<file path="src/rtl/parking_lane_arbiter.sv">
// Single-lane gate arbiter: shares one lane between entry and exit traffic,
// round-robin on conflicts, with an open-gate timeout and a capacity limit.
module parking_lane_arbiter #(
    parameter int CAPACITY = 3,
    parameter int OPEN_CYC = 4,
    parameter int CW       = 2
) (
    input  logic          CLK,
    input  logic          RST,
    input  logic          Req_in,
    input  logic          Req_out,
    input  logic          Car_clear,
    output logic          Entrance,
    output logic          Exit,
    output logic [CW-1:0] count,
    output logic          Full,
    output logic          Busy
);

    localparam int TW = (OPEN_CYC > 1) ? $clog2(OPEN_CYC) : 1;

    typedef enum logic [1:0] {
        IDLE     = 2'd0,
        IN_OPEN  = 2'd1,
        OUT_OPEN = 2'd2,
        GUARD    = 2'd3
    } state_t;

    state_t        state_q, state_d;
    logic [TW-1:0] timer_q, timer_d;
    logic [CW-1:0] count_q, count_d;
    logic          last_q, last_d;

    logic ein;
    logic eout;
    logic timeout;

    assign ein     = Req_in && (count_q < CW'(CAPACITY));
    assign eout    = Req_out && (count_q != '0);
    assign timeout = (timer_q == TW'(OPEN_CYC - 1));

    // last_q: 1 means the most recent grant was the exit direction
    always_ff @(posedge CLK) begin
        if (RST) begin
            state_q <= IDLE;
            timer_q <= '0;
            count_q <= '0;
            last_q  <= 1'b1;
        end else begin
            state_q <= state_d;
            timer_q <= timer_d;
            count_q <= count_d;
            last_q  <= last_d;
        end
    end

    always_comb begin
        state_d = state_q;
        timer_d = timer_q;
        count_d = count_q;
        last_d  = last_q;
        unique case (state_q)
            IDLE: begin
                timer_d = '0;
                if (ein && (!eout || last_q)) begin
                    state_d = IN_OPEN;
                    last_d  = 1'b0;
                end else if (eout) begin
                    state_d = OUT_OPEN;
                    last_d  = 1'b1;
                end
            end
            IN_OPEN: begin
                if (Car_clear) begin
                    count_d = count_q + CW'(1);
                    state_d = GUARD;
                end else if (timeout) begin
                    state_d = GUARD;
                end else begin
                    timer_d = timer_q + TW'(1);
                end
            end
            OUT_OPEN: begin
                if (Car_clear) begin
                    count_d = count_q - CW'(1);
                    state_d = GUARD;
                end else if (timeout) begin
                    state_d = GUARD;
                end else begin
                    timer_d = timer_q + TW'(1);
                end
            end
            GUARD: begin
                state_d = IDLE;
                timer_d = '0;
            end
            default: begin
                state_d = IDLE;
            end
        endcase
    end

    always_comb begin
        Entrance = (state_q == IN_OPEN);
        Exit     = (state_q == OUT_OPEN);
        Busy     = (state_q != IDLE);
        Full     = (count_q == CW'(CAPACITY));
        count    = count_q;
    end

endmodule

</file>
<file path="config.mk">
export PLATFORM = sky130hd
export DESIGN_NAME = parking_lane_arbiter
export DESIGN_NICKNAME = d
export VERILOG_FILES = /design/src/rtl/parking_lane_arbiter.sv
export SDC_FILE = /design/constraint.sdc
export NUM_CORES = 1
export LEC_CHECK = 0
export CAP_MARGIN = 15
export CORE_AREA = 2 2 39 41
export CTS_CLUSTER_SIZE = 8
export DETAILED_ROUTE_END_ITERATION = 10
export DIE_AREA = 0 0 41 43
export PLACE_DENSITY = 0.71
export RECOVER_POWER = 25
export SYNTH_ARGS = -nofsm -noshare
export SYNTH_HDL_FRONTEND = slang
export SYNTH_SLANG_ARGS = --single-unit
</file>
<file path="constraint.sdc">
create_clock -name CLK -period 1.75 [get_ports CLK]
set_input_delay 0.35 -clock CLK [delete_from_list [all_inputs] [get_ports CLK]]
set_output_delay 0.35 -clock CLK [all_outputs]
set_load 0.005 [all_outputs]
</file>
==> flow_summary.toml <==
[status]
status = "completed"

[cts]
cts-root-buf = "clkbuf_4"
clk_latency_ns = 0.25
cts_tree = "yes"
cts_hold_buf = 0
cts.sinks = 7
clockBufferDepth = 2
h-tree-depth = 1
clkTransAtPathRegs_ns = 0.05
numCtsBuffers = 3

[power]
finalPower_mw = 0.964
p_clk_frac = 0.157
p_seq_frac = 0.285
p_int_mw = 0.610
peakVddDrop_mv = 0.476
pwr-share-comb = 0.558
power.density_nw_per_um2 = 1420
power_switching_share = 0.368
p_leak_nw = 0.294
p_switching_mw = 0.355

[finish]
n_antenna_cell = 0
nFillCells = 151
layout_common_cells = "clkdlybuf4s50_1, buf_4, nand2_1"
fin_nets = 84
drive_above_1_share = 0.288
layout.cells.most_common = "clkdlybuf4s50_1"
synthToLayoutAreaGrowth_pct = 40.5

[die]
core_um2 = 1380
die-area_um2 = 1760
ios = 11
die_h_um = 43
chipWidth_um = 41
rows = 14
initial_core_util = 0.348

[synth]
synthCells = 53
synth_xor_area_frac = 0.0545
ys_types = 26
yosysWarningCount = 0
ys_seq_elements = 7
synth_area_um2 = 482
synthMuxAreaShare = 0
synth_fp_nets = 63
synth-compound-area-share = 0.247
synthAdderAreaFrac = 0.151
yosys.area_share.simple = 0.187
yosysSeqAreaShare = 0.291
synth_top_family_by_area = "compound AO/OA/AOI/OAI gates"
avgSynthCellArea_um2 = 9.09

[timing]
finalHoldViolations = 0
rsz0062_at_grt = "yes"
finalClockSkew_ns = 0.000200
report.final.slew_viol_count = 0
slew_headroom = 0.811
setup_viol = 0
layout_min_cycle_time_ns = 1.71
fin_hold_ws_ns = 0.482
fmax_mhz = 585
tightest_slew_ns = 0.284
fin_crit_sh = 0.977

[drt]
via_per_inst = 4.85
wire_per_inst_um = 11.2
drc = 0
drtIter0Drc = 4
via_count = 432
antenna_left = 0
routed_wl_um = 996
firstDrtPassIters = 3

[critical_path]
r2r-start = "state_q[0]"
arrival_ns = 1.36
critPathMaxFanout = 4
path_class = "flop to primary output"
start_kind = "flop"
setup.worst_path.end_class = "primary output"
worstSetupStartpoint = "state_q[0]"
required_ns = 1.40

[placement]
portBuffers = 10
gp_congestion = 0.771
hpwl_um = 801

[hold_path]
holdCritStartpoint = "timer_q[1]"
hp-class = "flop to flop"

[grt]
grt_usage = 0.130
grt_max_degree = 11
grt_pass1_wl_um = 1500
antenna_found_initial = 0
grt_pass1_vias = 363
global_route.overflow_total = 0

[run]
max_cap_violations = 0
==> cells in the mapped netlist, drive strengths merged <==
cell type / number / area share
a211o: 1 / 0.018
a21oi: 1 / 0.010
a311oi: 1 / 0.055
a31oi: 2 / 0.026
and2: 1 / 0.013
and2b: 1 / 0.016
and3b: 1 / 0.018
and4b: 1 / 0.029
buf: 1 / 0.023
dfxtp: 7 / 0.29
ha: 5 / 0.13
inv: 6 / 0.047
maj3: 1 / 0.021
nand2: 5 / 0.039
nor2: 4 / 0.031
nor2b: 1 / 0.013
nor3b: 1 / 0.016
o2111ai: 1 / 0.018
o211a: 1 / 0.021
o21ai: 5 / 0.052
o221ai: 1 / 0.031
o31ai: 1 / 0.016
or2: 1 / 0.013
xnor2: 1 / 0.018
xor2: 2 / 0.036
==> what timing repair did <==
| action | CTS | global route |
|---|---|---|
| buffers inserted | 1 | 0 |
| gates cloned | 0 | 0 |
| gates resized for setup | 7 | 1 |
| pin swaps | 1 | 0 |
| setup endpoints to repair | 3 | 3 |
==> worst max-delay path, cell delays in order (launching register included) <==
cell and delay [ns]:
dfxtp_2 0.33, inv_2 0.07, ha_2 0.20, clkdlybuf4s50_1 0.50
==> metrics by stage <==
stage / worst slack, ns / TNS [ns] / cell area, µm² / std cells / util
after CTS: 0.0174 / 0 / 676 / 89 / 0.488
after global placement: -0.00248 / -0.00248 / 636 / 84 / 0.459
after floorplan: 0.189 / 0 / 482 / 53 / -
after detailed placement: -0.0516 / -0.0797 / 636 / 84 / 0.459
after global routing: -0.0277 / -0.0314 / 677 / 89 / 0.489
final: 0.0409 / 0 / 677 / 89 / 0.489
==> path summary, 6_finish.rpt <==
path,to,slack (ns),depth (start not counted)
max,Exit,0.04,3
min,timer_q[1],0.48,2
max reg2reg,state_q[0],0.14,7
min reg2reg,timer_q[1],0.48,2
==> final cells by class <==
class	count	area [µm²]	share of cell area
multi-input combinational	39	313	0.462
timing repair buffer	17	151	0.224
sequential	7	144	0.213
clock buffer	4	26.3	0.0388
inverter	6	22.5	0.0333
tap	16	20.0	0.0296
==> sequential cells by signal (all words and copies together), names as in the netlist <==
| register | count |
|---|---|
| timer_q | 2 |
| last_q | 1 |
| count | 2 |
| state_q | 2 |
==> cell families after synthesis <==
kind of cell               Yosys count
xor gates and xnor gates             3
and+or+nand+nor                     16
DFF                                  7
adders and majority gates            6
buffers and inverters                7
AOI/OAI and AO/OA                   14
==> per-layer routing <==
layer  track usage  part of all wire  wire [µm]
met3        0.0314             0.027         27
met1         0.154              0.47        473
met5             0                 0          0
met4        0.0800             0.021         21
met2         0.200              0.48        474
==> power groups by stage <==
stage          Clock [mW]  Sequential, mW  Combinational [mW]
6_report            0.152           0.275               0.538
3_3_place_gp            0           0.268               0.510
3_5_place_dp            0           0.271               0.524
5_1_grt             0.168           0.285               0.590
4_1_cts             0.158           0.274               0.546
2_1_floorplan           0           0.246               0.336
Power figures use the tool's default switching activity.
==> RTL edit 1 (same flow settings) <==
Re-encode `state_t` (4 states) as one-hot, 4 bits wide.
--- a/src/rtl/parking_lane_arbiter.sv
+++ b/src/rtl/parking_lane_arbiter.sv
@@ -20,9 +20,9 @@
     localparam int TW = (OPEN_CYC > 1) ? $clog2(OPEN_CYC) : 1;
 
-    typedef enum logic [1:0] {
-        IDLE     = 2'd0,
-        IN_OPEN  = 2'd1,
-        OUT_OPEN = 2'd2,
-        GUARD    = 2'd3
+    typedef enum logic [3:0] {
+        IDLE     = 4'b0001,
+        IN_OPEN  = 4'b0010,
+        OUT_OPEN = 4'b0100,
+        GUARD    = 4'b1000
     } state_t;
 
Check against the original RTL: no difference found for any inputs over 10 cycles, from zero or initial values and one cycle with RST high; not proved beyond that.
==> RTL edit 1 against the unedited design <==
Sequential cell count up 2; worst setup slack better by 0.081 ns; count of clock-buffer cells in the layout unchanged; fmax up 5.0%; wire length up 19%; core utilization up 5.1 points; design area up 10%; synthesized cell count up 17%; first-iteration DRC count up 100%; area after synthesis up 14%.
Power is not compared: it rests on default switching activity, and its combinational part moved more than twofold at a synthesized area within 25%.
==> RTL edit 1: results (changes against the unedited design) <==
Run status:
- The run finished with clean final reports.

Global route:
- The met1 track demand over resource in global routing came to 0.2251 (+0.07123).
- The met3 track demand over resource is 0.09424 (+0.06283).
- The met2 capacity usage during global routing is 0.2531 (+0.05312).

Final layout:
- The clock-cell share of area is 0.03518 (-0.003641).
- The number of multi-input combinational cells in the layout is 45 (+15%).
- The final standard cell count with taps included and fillers excluded is 94 (+5.6%).
- The multi-input combinational area share is 0.4774 (+0.01528).
- The area taken by multi-input logic gates was 356.6 µm² (+14%).

Drt:
- The number of DRC markers in iteration 0 came to 8 (+4).
- The met1 wire length is 547 µm (+16%).
- The met3 layer wire length in the routed design was 61 µm (+130%).

STA:
- The setup skew after layout came to 0.004225 ns (+0.004024 ns).
- The relative max-transition margin is 0.7585 (-0.05230).

Critical path:
- The register-to-register path setup slack was 0.17 ns (+0.03 ns).
- The depth of the worst register-to-register path was 4 (-3).
- The critical register-to-register path endpoint is state_q[1].
- The largest driver fanout on the critical path came to 8 (+4).

Placement:
- The detailed placer's ending HPWL came to 883.3 µm (+10%).
- The placed standard-cell area is 690.7 µm² (+8.7%).

CTS:
- The number of clock sinks was 9 (+2).
- The count of buffers added by post-CTS timing repair for setup is 0 (-1).
- The number of gates given a new drive strength after cts is 12 (+5).

Logic synthesis:
- The number of distinct standard cells referenced by the synthesized netlist is 34 (+31%).
- Sorting the synthesized cells by area gives the leading types as sky130_fd_sc_hd__dfxtp_1 33%, sky130_fd_sc_hd__nor4b_1 4.8%, sky130_fd_sc_hd__mux2_2 4.1%.
- The number of nets produced by synthesis is 68 (+7.9%).
- The post-synthesis adder-cell area fraction came to 0.04119 (-0.1095).
- The mean instance size in the synthesized netlist came to 8.819 µm² (-3.0%).
- The fraction of the yosys area taken by sequential cells is 0.3295 (+0.03861).
[RTL edit 1: cell count changes in the layout (fill, tap and decap cells not counted), moves of 2 or more]
cell,unedited run,this run
sky130_fd_sc_hd__or3_1,0,2
sky130_fd_sc_hd__a21oi_1,1,3
sky130_fd_sc_hd__ha_2,2,0
sky130_fd_sc_hd__inv_2,2,0
sky130_fd_sc_hd__nand2_1,5,3
sky130_fd_sc_hd__ha_1,3,1
sky130_fd_sc_hd__dlygate4sd2_1,1,3
sky130_fd_sc_hd__nand3_1,0,2
sky130_fd_sc_hd__o21ai_1,3,0
sky130_fd_sc_hd__mux2_2,0,2
sky130_fd_sc_hd__nand3b_1,0,2
sky130_fd_sc_hd__nor4b_4,0,2
sky130_fd_sc_hd__a31oi_1,2,0
[RTL edit 1: power groups by stage]
stage               sequential (mW)  clock, mW  combinational, mW
floorplan                     0.221          0             0.0460
finish                        0.221      0.164             0.0824
CTS                           0.221      0.172             0.0852
global route                  0.222      0.180             0.0908
global placement              0.223          0             0.0822
detailed placement            0.223          0             0.0834
[RTL edit 1: critical path, stage by stage (launching register included)]
cell and delay [ns]:
sky130_fd_sc_hd__dfxtp_2 0.39, sky130_fd_sc_hd__nand2_1 0.08, sky130_fd_sc_hd__inv_1 0.06, sky130_fd_sc_hd__clkdlybuf4s50_1 0.49
[RTL edit 1: through the flow]
step	setup slack [ns]	util	power [mW]
2_1_floorplan	0.3268	-	0.2675
6_report	0.1215	0.5398	0.4672
4_1_cts	0.01627	0.5425	0.4779
5_1_grt	0.03846	0.5398	0.4933
3_3_place_gp	-0.03733	0.4991	0.3053
3_5_place_dp	-0.07947	0.4991	0.3067
==> RTL edit 2 (same settings) <==
Made on the original files. Set the parameter `OPEN_CYC` to 8 (it was 4).
--- a/src/rtl/parking_lane_arbiter.sv
+++ b/src/rtl/parking_lane_arbiter.sv
@@ -3,5 +3,5 @@
 module parking_lane_arbiter #(
     parameter int CAPACITY = 3,
-    parameter int OPEN_CYC = 4,
+    parameter int OPEN_CYC = 8,
     parameter int CW       = 2
 ) (
Behaviour: not the same (a bounded check fails within 10 cycles, from zero or initial values and one cycle with RST high).
==> RTL edit 2 against the unedited design <==
Worst setup slack gained 0.042 ns; design area grew 1.1%; register-to-register slack lost 0.06 ns; sequential cell count grew 1; core utilization grew 0.54 points; area after synthesis grew 4.9%; largest power group unchanged; sequential share of layout area grew 3.1 points; power shrank 9.5%; cell count grew 1.1%; sequential power grew 7%; clock skew grew 0.0037 ns; fmax grew 2.5%; wire length grew 6.0%.
==> RTL edit 2: results (changes against the unedited design) <==
Final layout:
- The cell area after layout is 684.4 µm² (+1.1%).
- The clock-cell share of area came to 0.03291 (-0.005910).
- The fraction of layout instances using a drive strength above 1 is 0.2973 (+0.009626).
- The non-clock buffer count in the final layout is 15 (-2).
- The fraction of cell area in non-clock buffers is 0.1956 (-0.02805).
- The layout sequential cell count is 8 (+1).
- The area used by sequential logic in the layout is 166.4 µm² (+16%).
- The multi-input combinational area share is 0.4771 (+0.01504).
- The final net count is 87 (+3.6%).

Placement:
- The placed standard-cell area was 651.9 µm² (+2.6%).
- The detailed placer's ending HPWL is 806.4 µm (+0.74%).
- The pre-CTS setup slack came to -0.02047 ns (+0.03116 ns).

Global route:
- The initial antenna violation count is 0 (unchanged).
- The pin count of the biggest net entering global routing is 12 (+1).
- The all-layer global routing usage is 0.1499 (+0.01951).
- The via count of the first global-routing pass is 429 (+18%).
- The wire length of the first global-routing pass came to 1.738 mm (+16%).

Drt:
- The vias after detailed routing is 450 (+4.2%).
- The final wirelength is 1.056 mm (+6.0%).

Critical path:
- The critical register-to-register path endpoint is state_q[1].
- The register-to-register path setup slack is 0.08 ns (-0.06 ns).
- The arrival time at the worst endpoint was 1.81 ns (+0.45 ns).
- For this design, the slowest cell found on the critical path is sky130_fd_sc_hd__or3b_2.
- On the critical path the largest part of the delay comes from simple AND/OR/NAND/NOR gates.
- The largest driver fanout on the critical path is 4 (unchanged).

Logic synthesis:
- The number of nets produced by synthesis is 68 (+7.9%).
- Ranked by instance count, the synthesized netlist is headed by 8 x sky130_fd_sc_hd__dfxtp_1, 6 x sky130_fd_sc_hd__ha_1, 5 x sky130_fd_sc_hd__nand2_1, 5 x sky130_fd_sc_hd__nor2_1, 5 x sky130_fd_sc_hd__o21ai_0.
- The fraction of the yosys area taken by sequential cells is 0.3168 (+0.02592).

Pwr:
- The static leakage power is 0.2991 nW (+1.6%).
- The peak supply drop is 453.6 µV (-4.7%).

STA:
- The share of the cycle needed by the critical path after routing is 0.9527 (-0.02400).
- The final worst hold slack came to 0.4920 ns (+0.009638 ns).
- The setup skew after layout was 0.003910 ns (+0.003710 ns).

Run status:
- The flow ran to the end, and the final reports show no timing, DRC or antenna violations.

CTS:
- The count of buffers added by post-CTS timing repair for setup was 0 (-1).
RTL edit 2: cell count changes in the layout (fill, tap and decap cells not counted), moves of 2 or more:
cell                              delta
sky130_fd_sc_hd__inv_2               -2
sky130_fd_sc_hd__clkdlybuf4s50_1     -2
sky130_fd_sc_hd__dlygate4sd2_1       +2
sky130_fd_sc_hd__o21ai_0             +2
sky130_fd_sc_hd__a21oi_1             +3
sky130_fd_sc_hd__o21ai_1             -2
sky130_fd_sc_hd__buf_4               -2
RTL edit 2: metal layers:
layer | track usage | up-vias | share of wire
li1 | - | 237 | -
met4 | 0.08000 | 0 | 0
met1 | 0.1489 | 206 | 0.44
met2 | 0.2563 | 7 | 0.52
met3 | 0.04712 | 0 | 0.043
met5 | 0 | - | 0
RTL edit 2: power breakdown:
group	switching [mW]	total (mW)	internal (mW)
sequential	0.0571	0.294	0.237
combinational	0.188	0.436	0.248
clock	0.0645	0.143	0.0786
RTL edit 2: cells by family (layout without fill, tap and decap cells):
family	Yosys count	count (layout)	synth area share
xor+xnor	3	3	0.05199
fa+ha+maj	6	6	0.1485
buf+inv	5	22	0.05197
compound gates	16	16	0.2104
simple gates	19	19	0.2203
flops	8	8	0.3168
RTL edit 2: stage by stage:
| step | cells | power, mW | setup TNS, ns | utilization |
|---|---|---|---|---|
| 2_1_floorplan | 57 | 0.5551 | 0 | - |
| 3_5_place_dp | 87 | 0.7342 | -0.02929 | 0.4711 |
| 6_report | 90 | 0.8730 | 0 | 0.4946 |
| 4_1_cts | 90 | 0.8801 | 0 | 0.4919 |
| 5_1_grt | 90 | 0.9578 | 0 | 0.4946 |
| 3_3_place_gp | 87 | 0.7233 | 0 | 0.4711 |
RTL edit 2: repair_timing:
action	4_1_cts	5_1_grt
gates cloned	0	0
setup endpoints to repair	4	2
gates resized for setup	8	3
